### src/rtl/decode_ctrl_pipe.sv
// decode_ctrl_pipe
//   Registered control decoder sitting between fetch and execute. Decodes a
//   32-bit instruction into the datapath control bundle and holds it in one
//   pipeline register with valid/ready handshaking. MUL is held back for
//   MUL_CYCLES cycles before it is presented downstream. Unknown opcodes are
//   flagged (illegal) and remembered (illegal_seen) until reset.
//
// Parameters
//   PC_W        width of the PC tag travelling with the instruction
//   MUL_CYCLES  MUL issue latency in cycles, 1..16
//
// Ports
//   clk, rst           clock, synchronous active-high reset
//   flush              drop the held entry, accept nothing this cycle
//   in_valid/in_ready  upstream handshake; instr + in_pc are the payload
//   out_valid/out_ready downstream handshake; out_pc + control bits payload
//   MemToReg .. RegWrite, ALUControl  decoded control bundle
//   illegal            held opcode matched no decode entry
//   illegal_seen       sticky: an illegal instruction was accepted since rst
module decode_ctrl_pipe #(
   parameter int PC_W       = 32,
   parameter int MUL_CYCLES = 3
) (
   input  logic            clk,
   input  logic            rst,
   input  logic            flush,
   input  logic            in_valid,
   output logic            in_ready,
   input  logic [31:0]     instr,
   input  logic [PC_W-1:0] in_pc,
   output logic            out_valid,
   input  logic            out_ready,
   output logic [PC_W-1:0] out_pc,
   output logic            MemToReg,
   output logic            MemWrite,
   output logic            branch,
   output logic            beq,
   output logic            bne,
   output logic            bgt,
   output logic            blt,
   output logic            bge,
   output logic            ble,
   output logic            link,
   output logic            ret,
   output logic            StackSrc,
   output logic            ALUSrc,
   output logic            RegDst,
   output logic            RegWrite,
   output logic [2:0]      ALUControl,
   output logic            illegal,
   output logic            illegal_seen
);

   typedef enum logic [1:0] {EMPTY, MULW, FULL} state_t;

   typedef struct packed {
      logic       mem_to_reg;
      logic       mem_write;
      logic       branch;
      logic       beq;
      logic       bne;
      logic       bgt;
      logic       blt;
      logic       bge;
      logic       ble;
      logic       link;
      logic       ret;
      logic       stack_src;
      logic       alu_src;
      logic       reg_dst;
      logic       reg_write;
      logic [2:0] alu_control;
      logic       illegal;
   } ctrl_t;

   state_t      state;
   logic [3:0]  cnt;
   ctrl_t       ctrl_q;
   ctrl_t       dec;
   logic        is_mul;
   logic        accept;

   logic [11:0] opcode;
   logic [7:0]  sh;

   assign opcode = instr[31:20];
   assign sh     = instr[11:4];

   // Instruction bits that carry register numbers/immediates only.
   logic unused_bits;
   assign unused_bits = ^{instr[19:12], instr[3:0]};

   // ---------------------------------------------------------------------
   // Decode table. Exact 12-bit opcodes win; everything else falls through
   // to the branch family keyed on opcode[11:4].
   // ---------------------------------------------------------------------
   always_comb begin
      // NOTE: every output of this block gets a default first so no path
      // leaves it unassigned, which would infer a latch.
      dec    = '0;
      is_mul = 1'b0;
      case (opcode)
         12'he1a: begin
            dec.reg_write = 1'b1;
            if (sh != 8'd0) begin
               dec.alu_control = 3'b100;
               dec.alu_src     = 1'b1;
               dec.reg_dst     = (sh[3:0] != 4'd1);
            end
         end
         12'he3a: begin dec.reg_dst = 1'b1; dec.reg_write = 1'b1; end
         12'he08, 12'he28: begin
            dec.alu_src     = 1'b1;
            dec.reg_dst     = opcode[5];
            dec.alu_control = 3'b010;
            dec.reg_write   = 1'b1;
         end
         12'he04, 12'he24: begin
            dec.alu_src     = 1'b1;
            dec.reg_dst     = opcode[5];
            dec.alu_control = 3'b110;
            dec.reg_write   = 1'b1;
         end
         12'he15, 12'he35: begin
            dec.alu_src     = 1'b1;
            dec.reg_dst     = opcode[5];
            dec.alu_control = 3'b110;
         end
         12'he00: begin
            dec.alu_control = 3'b101;
            dec.alu_src     = 1'b1;
            dec.reg_write   = 1'b1;
            is_mul          = 1'b1;
         end
         12'he20: begin
            dec.alu_src   = 1'b1;
            dec.reg_dst   = 1'b1;
            dec.reg_write = 1'b1;
         end
         12'he59, 12'he79: begin
            dec.mem_to_reg  = 1'b1;
            dec.alu_control = 3'b010;
            dec.alu_src     = 1'b1;
            dec.reg_write   = 1'b1;
            dec.reg_dst     = ~opcode[5];
         end
         12'he58: begin
            dec.mem_write   = 1'b1;
            dec.alu_control = 3'b010;
            dec.alu_src     = 1'b1;
            dec.reg_dst     = 1'b1;
         end
         12'he52: begin
            dec.mem_write   = 1'b1;
            dec.stack_src   = 1'b1;
            dec.alu_control = 3'b110;
            dec.alu_src     = 1'b1;
            dec.reg_dst     = 1'b1;
         end
         12'he49: begin
            dec.mem_to_reg  = 1'b1;
            dec.stack_src   = 1'b1;
            dec.alu_control = 3'b010;
            dec.alu_src     = 1'b1;
            dec.reg_dst     = 1'b1;
            dec.reg_write   = 1'b1;
         end
         default: begin
            dec.alu_src     = 1'b1;
            dec.alu_control = opcode[3] ? 3'b110 : 3'b010;
            case (opcode[11:4])
               8'hea: dec.branch = 1'b1;
               8'h0a: dec.beq    = 1'b1;
               8'h1a: dec.bne    = 1'b1;
               8'hca: dec.bgt    = 1'b1;
               8'hba: dec.blt    = 1'b1;
               8'haa: dec.bge    = 1'b1;
               8'hda: dec.ble    = 1'b1;
               8'heb: begin dec.branch = 1'b1; dec.link = 1'b1; end
               8'he1: begin dec.branch = 1'b1; dec.ret  = 1'b1; end
               default: begin
                  dec         = '0;
                  dec.illegal = 1'b1;
               end
            endcase
         end
      endcase
   end

   // ---------------------------------------------------------------------
   // Handshake and pipeline register
   // ---------------------------------------------------------------------
   assign in_ready  = !rst && !flush &&
                      (state == EMPTY || (state == FULL && out_ready));
   assign accept    = in_valid && in_ready;
   assign out_valid = (state == FULL);

   always_ff @(posedge clk) begin
      // NOTE: all state here uses non-blocking assignments so every register
      // samples pre-edge values regardless of statement order.
      if (rst) begin
         state        <= EMPTY;
         cnt          <= 4'd0;
         ctrl_q       <= '0;
         out_pc       <= '0;
         illegal_seen <= 1'b0;
      end else if (flush) begin
         // illegal_seen deliberately survives a flush.
         state  <= EMPTY;
         cnt    <= 4'd0;
         ctrl_q <= '0;
         out_pc <= '0;
      end else if (accept) begin
         // accept is only possible from EMPTY or from FULL being drained,
         // so loading here also covers the back-to-back case.
         ctrl_q <= dec;
         out_pc <= in_pc;
         if (dec.illegal) illegal_seen <= 1'b1;
         if (is_mul && MUL_CYCLES > 1) begin
            state <= MULW;
            cnt   <= 4'(MUL_CYCLES - 1);
         end else begin
            state <= FULL;
         end
      end else begin
         case (state)
            MULW: begin
               if (cnt == 4'd1) begin
                  state <= FULL;
                  cnt   <= 4'd0;
               end else begin
                  cnt <= cnt - 4'd1;
               end
            end
            FULL:    if (out_ready) state <= EMPTY;
            default: ;
         endcase
      end
   end

   assign MemToReg   = ctrl_q.mem_to_reg;
   assign MemWrite   = ctrl_q.mem_write;
   assign branch     = ctrl_q.branch;
   assign beq        = ctrl_q.beq;
   assign bne        = ctrl_q.bne;
   assign bgt        = ctrl_q.bgt;
   assign blt        = ctrl_q.blt;
   assign bge        = ctrl_q.bge;
   assign ble        = ctrl_q.ble;
   assign link       = ctrl_q.link;
   assign ret        = ctrl_q.ret;
   assign StackSrc   = ctrl_q.stack_src;
   assign ALUSrc     = ctrl_q.alu_src;
   assign RegDst     = ctrl_q.reg_dst;
   assign RegWrite   = ctrl_q.reg_write;
   assign ALUControl = ctrl_q.alu_control;
   assign illegal    = ctrl_q.illegal;

endmodule

### config.mk
export PLATFORM = sky130hd
export DESIGN_NAME = decode_ctrl_pipe
export DESIGN_NICKNAME = d
export VERILOG_FILES = /design/src/rtl/decode_ctrl_pipe.sv
export SDC_FILE = /design/constraint.sdc
export NUM_CORES = 1
export LEC_CHECK = 0
export CELL_PAD_IN_SITES_DETAIL_PLACEMENT = 0
export CELL_PAD_IN_SITES_GLOBAL_PLACEMENT = 1
export CORE_ASPECT_RATIO = 1.1
export CORE_UTILIZATION = 27
export CTS_BUF_LIST = sky130_fd_sc_hd__clkbuf_4
export DETAILED_ROUTE_END_ITERATION = 12
export PLACE_DENSITY = 0.88
export RECOVER_POWER = 25
export REMOVE_ABC_BUFFERS = 1
export SLEW_MARGIN = 20
export SYNTH_ARGS = -nofsm -noshare
export SYNTH_HDL_FRONTEND = slang
export SYNTH_SLANG_ARGS = --single-unit
### constraint.sdc
create_clock -name clk -period 2.1 [get_ports clk]
set_input_delay 0.42 -clock clk [delete_from_list [all_inputs] [get_ports clk]]
set_output_delay 0.42 -clock clk [all_outputs]
set_load 0.1 [all_outputs]
## Word-level counts from Yosys, hierarchy flattened

Cells that the tools add are included.

- Register bits after elaboration: 58
- Output and inout port bits: 54

- Add/sub/neg operators: 1
- Mux-type cells: 32
- Bitwise gates (word level): 2
- Eq/ne operators: 31
- Reductions and logical operators: 31

Operators with widths:

| kind | count |
|---|---|
| $eq A12 B12 Y1 const B | 15 |
| $eq A8 B8 Y1 const B | 7 |
| $reduce_or A13 Y1 | 2 |
| $mux W4 | 4 |
| $pmux W3 S5 | 1 |
| $reduce_or A15 Y1 | 1 |
| $mux W1 | 13 |
| $reduce_or A6 Y1 | 2 |
| $reduce_or A11 Y1 | 1 |
| $mux W2 | 5 |
| $reduce_or A2 Y1 | 5 |
| $reduce_or A5 Y1 | 2 |
| $mux W9 | 1 |
| $reduce_or A9 Y1 | 1 |
| $eq A8 B4 Y1 const B | 1 |
| $eq A8 B5 Y1 const B | 1 |
| $reduce_bool A8 Y1 | 1 |
| $mux W7 | 1 |
| $mux W3 | 2 |
| $reduce_and A3 Y1 | 2 |
| $reduce_or A3 Y1 | 2 |
| $pmux W1 S5 | 1 |
| $eq A4 B1 Y1 const B | 1 |
| $logic_and A1 B1 Y1 | 4 |
| 18 further kinds | 21 |

## Logic depth before layout (Yosys ltp)

Gate-level depths: netlist of the first run.

- Depth after elaboration: 7
- Depth in mapped cells: 8
- Gate-level depth less buffers: 7

## Worst setup path before layout of the first run

No wires, ideal clock.

- Path type: input to output
- From: input port flush
- To: output port in_ready
- Arrival time: 2.273 ns
- Path slack: -0.593 ns
- Path buffers: 2
- Cell stages on the path: 4
- Path through: or2_4 -> buf_6 -> clkbuf_1 -> nor2_1

- Word-level cells in the longest chain between the ends: 3

RTL lines:

| item | RTL line | text |
|---|---|---|
| from (decl) | 26 | `input logic flush,` |
| $logic_not A1 Y1 | 193 | `assign in_ready = !rst && !flush &&` |
| $logic_and A1 B1 Y1 (2 in series) | 193 |  |
| to (decl) | 28 | `output logic in_ready,` |

No other way between the ends.

## Worst setup path after layout of the first run

- From: input port instr[20]
- To: register ctrl_q, in the netlist RegWrite

- Word-level cells in the longest chain between the ends: 3
- Elaborated cells on any way between the ends: 18

RTL lines:

| item | RTL line | text |
|---|---|---|
| from (decl) | 29 | `input logic [31:0] instr,` |
| $eq A12 B12 Y1 | 102 | `case (opcode)` |
| $reduce_or A11 Y1 (no line) / $reduce_or A4 Y1 (equally long branches) | -- |  |
| $pmux W1 S2 (*) | 102 |  |
| to (signal assigned) | 204 | `ctrl_q <= '0;` |
| to (signal assigned) | 211 | `ctrl_q <= '0;` |
| to (signal assigned) | 216 | `ctrl_q <= dec;` |
| to (decl) | 78 | `ctrl_t ctrl_q;` |

Every way passes the cells marked *; elsewhere a longest branch is shown, timed or not.
A chain may end at the register's enable or synchronous reset.

==> flow_summary.toml, run 1 <==
[final_layout]
post-route-util = 0.445
final-instance-count-excl-fill = 614
fin_nets = 561
multiInputGateArea_mm2 = 0.00141
area_growth_pct = 57.8
seqCellArea_mm2 = 0.00116
fill_cells = 977
drive_above_1_share = 0.269

[clock_network]
cts_made_buffers = 9
postCtsHoldBufs = 0
clock_latency_ns = 0.39
path_clk_slew_ns = 0.10
cts_max_path_buffers = 2
cts_tree = "built"
cts_sinks = 58
clockRootBuffer = "clkbuf_4"
htreeDepth = 3

[pwr]
p_comb_frac = 0.184
p_seq_frac = 0.448
leakagePower_nw = 1.69
p_sw_w = 0.000707
irDropWorstVdd_mv = 0.231
p_int_w = 0.00180
switching_share = 0.283
powerDensity_mw_per_mm2 = 593
p_clk_frac = 0.368
totalPowerFinal_w = 0.00250

[sta]
finalCritPeriodShare = 0.965
fin_worst_skew_ns = 0.0161
rsz0062_at_grt = "false"
slew_viol_final = 0
layout_min_cycle_time_ns = 2.03
setup_violations = 0
tightest_slew_ns = 0.555
fmax_mhz = 493
max_slew_margin = 0.632
hold_viol = 0

[yosys]
synth_common_cells = "78 x nand2_1, 58 x dfxtp_1, 46 x a21oi_1"
yosysSeqAreaShare = 0.434
dominantRegCellSynth = "dfxtp_1"
yosysWarningCount = 0
async_flop_share = 0
synth_seq_cells = 58
syn_area_per_cell_um2 = 7.91
syn_area_mm2 = 0.00268
yosysMostFrequentCell = "nand2_1"
yosysTopAreaCell = "dfxtp_1"
ys_types = 52
yosys-top-cells-area = "dfxtp_1 43%, nand2_1 11%, a21oi_1 8.6%"
synth_top_area_frac = 0.434
syn-instance-count = 338
synth-edff-count = 0

[grt]
top_usage_layer = "met2"
grt_pass1_wl_um = 12700
grt-ovfl-total = 0
gr-usage-met1 = 0.182
grt_pass1_vias = 2690
grt_usage = 0.152
grt_use_met3 = 0.0447
antenna_found_initial = 2
grt_util_met2 = 0.256
grt_max_degree = 41

[die]
die_w_um = 96.9
initial_core_util = 0.282
rows = 37
io_pins = 123
core_area_mm2 = 0.00949
die_height_um = 106
die-area_mm2 = 0.0103

[routing]
drt_first_iter_violations = 89
via_count = 2885
wl_um = 7780
dr.pass1.iters = 4
vias_per_cell = 4.70
drcViolationCount = 0
avgRoutedWirePerCell_um = 12.7
ant_nets = 0

[setup_path]
rrSetupSlack_ns = 0.38
path_class = "input port to flip-flop"
crit_path_end = "RegWrite"
startpoint_type = "input port"
worstPathArrival_ns = 2.36
end_kind = "flip-flop"
cpPeakStageDelay_ns = 0.56
cp-startpoint = "instr[20]"
slowest_stage = "or4_1"
path_cells = "clkdlybuf4s50_1 > buf_4 > or4_1 > or2_1 > o41ai_1 > o31a_1"
rr_worst_depth = 4
rr_endpoint = "RegWrite"
worstPathRequired_ns = 2.43
reg2reg_from = "state[1]"
crit_fanout = 8

[worst_hold_path]
hp-class = "input port to flip-flop"
min_path_cells = 4

[placement]
gp_congestion = 0.850
place_hpwl_um = 6070
portBuffers = 110
dp.cells = 595

[run]
max-cap-violations = 0

[run_status]
run_status = "completed"
-- worst min-delay path by stage --
stage / startpoint / slack [ns] / end
global placement: illegal / 0.44 / illegal
detailed placement: ret / 0.45 / ret
CTS: rst / 0.44 / illegal_seen
global route: flush / 0.39 / cnt[3]
floorplan: cnt[2] / 0.48 / cnt[2]
finish: flush / 0.40 / StackSrc
-- worst max-delay path, delay by kind of cell --
| family | cells | cell delay [ns] |
|---|---|---|
| buf+inv | 2 | 0.57 |
| compound gates | 2 | 0.51 |
| simple gates | 2 | 0.85 |
-- flip-flops by register name (all words and copies together), names as in the netlist, 2 cells and up --
register    count
ALUControl      3
cnt             4
out_pc         32
state           2
-- stage by stage --
| stage | TNS, ns | setup WS, ns | cell area [um^2] | hold WS, ns |
|---|---|---|---|---|
| floorplan | -23.86 | -0.779 | 2580 | 0.476 |
| global placement | -11.73 | -0.298 | 4100 | 0.442 |
| detailed placement | -12.29 | -0.327 | 4100 | 0.446 |
| CTS | 0 | 0.0157 | 4270 | 0.444 |
| finish | 0 | 0.0725 | 4220 | 0.400 |
| global route | 0 | 0.00906 | 4220 | 0.390 |
-- layer usage --
metal  part of all wire  wire length (um)
met1               0.45              3500
met2               0.50              3860
met3              0.039               301
met4              0.015               118
met5                  0                 0
-- cells by family (layout without fill, tap and decap cells) --
| logic type | Yosys count | in the layout | share of synthesized area |
|---|---|---|---|
| xor gates and xnor gates | 4 | 4 | 0.0131 |
| other | 0 | 2 | 0 |
| adders and majority gates | 3 | 3 | 0.0131 |
| and+or+nand+nor | 161 | 161 | 0.289 |
| buffers and inverters | 29 | 186 | 0.0463 |
| AOI/OAI and AO/OA | 83 | 83 | 0.204 |
| DFF | 58 | 58 | 0.434 |
-- repair_timing --
action	4_1_cts	5_1_grt
setup buffers	1	0
endpoints found under the hold margin	0	0
setup endpoints to repair	1	2
gates cloned	0	0
pin swaps	1	0
gates resized for setup	3	2
-- power groups by stage --
stage / Combinational, W / Sequential (W) / Clock, W
after floorplan: 0.000117 / 0.00125 / 0
after global placement: 0.000458 / 0.00115 / 0
after detailed placement: 0.000461 / 0.00115 / 0
after CTS: 0.000465 / 0.00112 / 0.000957
after global routing: 0.000490 / 0.00113 / 0.00101
final: 0.000460 / 0.00112 / 0.000921
-- cell usage in the layout, fill, tap and decap left out, drive strengths merged, types with 10 or more instances in the layout --
master / synthesis / routed
buf: 7 / 78
clkdlybuf4s50: 0 / 54
nor2: 30 / 30
inv: 9 / 10
clkbuf: 13 / 36
o21ai: 13 / 13
nand2: 78 / 78
dfxtp: 58 / 58
a21oi: 47 / 47
nor3: 11 / 11
-- area by class of cell --
| class | instances | area share |
|---|---|---|
| Clock inverter | 7 | 0.0219 |
| Multi-Input combinational cell | 251 | 0.333 |
| Clock buffer | 9 | 0.0160 |
| Timing Repair Buffer | 161 | 0.310 |
| Inverter | 9 | 0.00800 |
| Sequential cell | 58 | 0.275 |
| Antenna cell | 2 | 0.00119 |
| Tap cell | 117 | 0.0347 |
No activity file was read; power rests on OpenSTA's default activity.
==> run 2: changes to the inputs <==
Settings changed: ABC_AREA from default to 1.
==> flow_summary.toml, run 2 <==
[pwr]
irDropWorstVdd_mv = 0.310
switching_share = 0.303
p_clk_frac = 0.320
p_int_w = 0.00168
p_comb_frac = 0.212
powerDensity_mw_per_mm2 = 549
p_seq_frac = 0.468
leakagePower_nw = 1.92
p_sw_w = 0.000732

[final_layout]
fin_area_mm2 = 0.00440
fin_nets = 638
regMostFlops = "out_pc"
final_common_cell = "nor2_1"
diodes = 0
final_cell_mix = "110 x nor2_1, 69 x buf_4, 58 x dfxtp_1"
largest_reg_flops = 32
drive_above_1_share = 0.276
post-route-util = 0.425
area_growth_pct = 53.7
fill_cells = 1108
final-instance-count-excl-fill = 715

[die]
die_w_um = 100
io_pins = 123
die-area_mm2 = 0.0110
die_height_um = 110
initial_core_util = 0.276
core_area_mm2 = 0.0103
rows = 39

[sta]
max_slew_margin = 0.629
hold_viol = 0
tightest_slew_ns = 0.560
fin_worst_skew_ns = 0.00678
fmax_mhz = 499
finalWorstSetupSlack_ns = 0.0959
setup_violations = 0
rsz0062_at_grt = "false"
finalCritPeriodShare = 0.954
slew_viol_final = 0
layout_min_cycle_time_ns = 2.00

[setup_path]
critPathBufInv = 4
path_cells = "clkdlybuf4s50_1 > nor2_2 > inv_2 > nor2_2 > buf_4 > buf_12"
cpPeakStageDelay_ns = 0.45
startpoint_type = "input port"
crit_fanout = 5
worstPathRequired_ns = 1.68
slowest_stage = "clkdlybuf4s50_1"
worstPathArrival_ns = 1.58
critical-path-top-delay-family = "buffers and inverters"
path_class = "input port to output port"
cp-startpoint = "rst"
end_kind = "output port"
crit_top_cell = "nor2_2"
reg2reg_from = "state[1]"

[routing]
ant_nets = 0
via_count = 3128
wl_met2_um = 4080
drt_first_iter_violations = 63
avgRoutedWirePerCell_um = 11.4
wl_met1_um = 3610
wl_um = 8170
vias_per_cell = 4.37
highest_layer = "met4"
drcViolationCount = 0
dr.pass1.iters = 4
routed-wl-met3_um = 385

[clock_network]
cts_tree = "built"
post_cts_buffers = 0
cts_max_path_buffers = 2
htreeDepth = 3
cts_sinks = 58
clockRootBuffer = "clkbuf_4"
postCtsHoldBufs = 0
post_cts_resized = 0
path_clk_slew_ns = 0.09
cts_made_buffers = 9
clock_latency_ns = 0.38

[yosys]
syn-instance-count = 416
yosysSeqAreaShare = 0.406
yosysTopAreaCell = "dfxtp_1"
yosysWarningCount = 0
synth_seq_cells = 58
yosysMostFrequentCell = "nor2_1"
synthMuxAreaShare = 0
yosys-top-cells-area = "dfxtp_1 41%, nor2_1 15%, o21ai_0 7.5%"
synth_common_cells = "111 x nor2_1, 58 x dfxtp_1, 45 x nand2_1"
dominantRegCellSynth = "dfxtp_1"
synthXorXnorAreaFrac = 0
yosys.area_share.simple = 0.362
syn_area_mm2 = 0.00286
synth-edff-count = 0
synth_top_family_by_area = "simple AND/OR/NAND/NOR gates"
syn_area_per_cell_um2 = 6.88
synth_top_area_frac = 0.406
synth_compound_area_frac = 0.144
synthAdderAreaFrac = 0.00875
async_flop_share = 0
ys_types = 31

[grt]
grt-ovfl-total = 0
grt_pass1_wl_um = 13500
grt_usage = 0.153
grt_pass1_vias = 3072
antenna_found_initial = 0
grt_max_degree = 47

[placement]
dpl_cell_area_mm2 = 0.00433
place_hpwl_um = 6410
gp_congestion = 0.849
portBuffers = 110
dp.cells = 699
dpl_worst_slack_ns = -0.0655

[run]
max-cap-violations = 0

[run_status]
run_status = "completed"

[worst_hold_path]
hp-class = "flip-flop to flip-flop"
min_from = "illegal_seen"
-- run 2: changes by cell type after synthesis, sizes merged, moves of 24 or more --
cell,before,now
a21oi,47,23
nand2,78,54
nor2,30,121
inv,9,38
o21ai,13,48
nand3,6,32
-- run 2: cell type report --
class / count / area, um^2 / share of cell area
inverters: 38 / 143 / 0.0324
multi-input cells: 303 / 1480 / 0.337
repair buffers: 157 / 1300 / 0.295
well taps: 143 / 179 / 0.0407
flip-flops and latches: 58 / 1160 / 0.264
clock buffers: 10 / 75.1 / 0.0171
clock inverters: 6 / 57.6 / 0.0131
-- run 2: layer usage --
| metal | track usage | vias to the layer above |
|---|---|---|
| li1 | - | 1655 |
| met1 | 0.168 | 1382 |
| met2 | 0.290 | 83 |
| met3 | 0.0331 | 8 |
| met4 | 0.0559 | 0 |
| met5 | 0 | - |
-- run 2: path summary, 6_finish.rpt --
| check | end | slack [ns] | cells after the start |
|---|---|---|---|
| hold / removal | illegal_seen | 0.46 | 2 |
| hold reg to reg | illegal_seen | 0.46 | 2 |
| setup reg to reg | ALUSrc | 0.69 | 7 |
| setup / recovery | in_ready | 0.1 | 6 |
-- run 2: cell families after synthesis --
group / Yosys count
DFF: 58
AOI/OAI and AO/OA: 76
buffers and inverters: 55
and+or+nand+nor: 225
adders and majority gates: 2
-- run 2: power by group through the flow --
stage	clock network, W	registers, W	logic [W]
global placement	0	0.00116	0.000515
floorplan	0	0.00131	0.000132
finish	0.000772	0.00113	0.000512
global route	0.000863	0.00113	0.000549
CTS	0.000815	0.00113	0.000522
detailed placement	0	0.00116	0.000520
-- run 2: metrics by stage --
step	hold WS [ns]	total power [W]	setup TNS, ns
6_report	0.464	0.00241	0
5_1_grt	0.491	0.00255	0
4_1_cts	0.468	0.00247	0
3_5_place_dp	0.451	0.00168	-0.246
3_3_place_gp	0.446	0.00167	-0.0288
2_1_floorplan	0.467	0.00144	-103.62
-- run 2: tightest hold or removal path: cells and delay by family, from the launching register on --
| family | cells | cell delay (ns) |
|---|---|---|
| AO/OA/AOI/OAI | 1 | 0.06 |
| flip-flops | 1 | 0.32 |
| buffers and inverters | 1 | 0.05 |
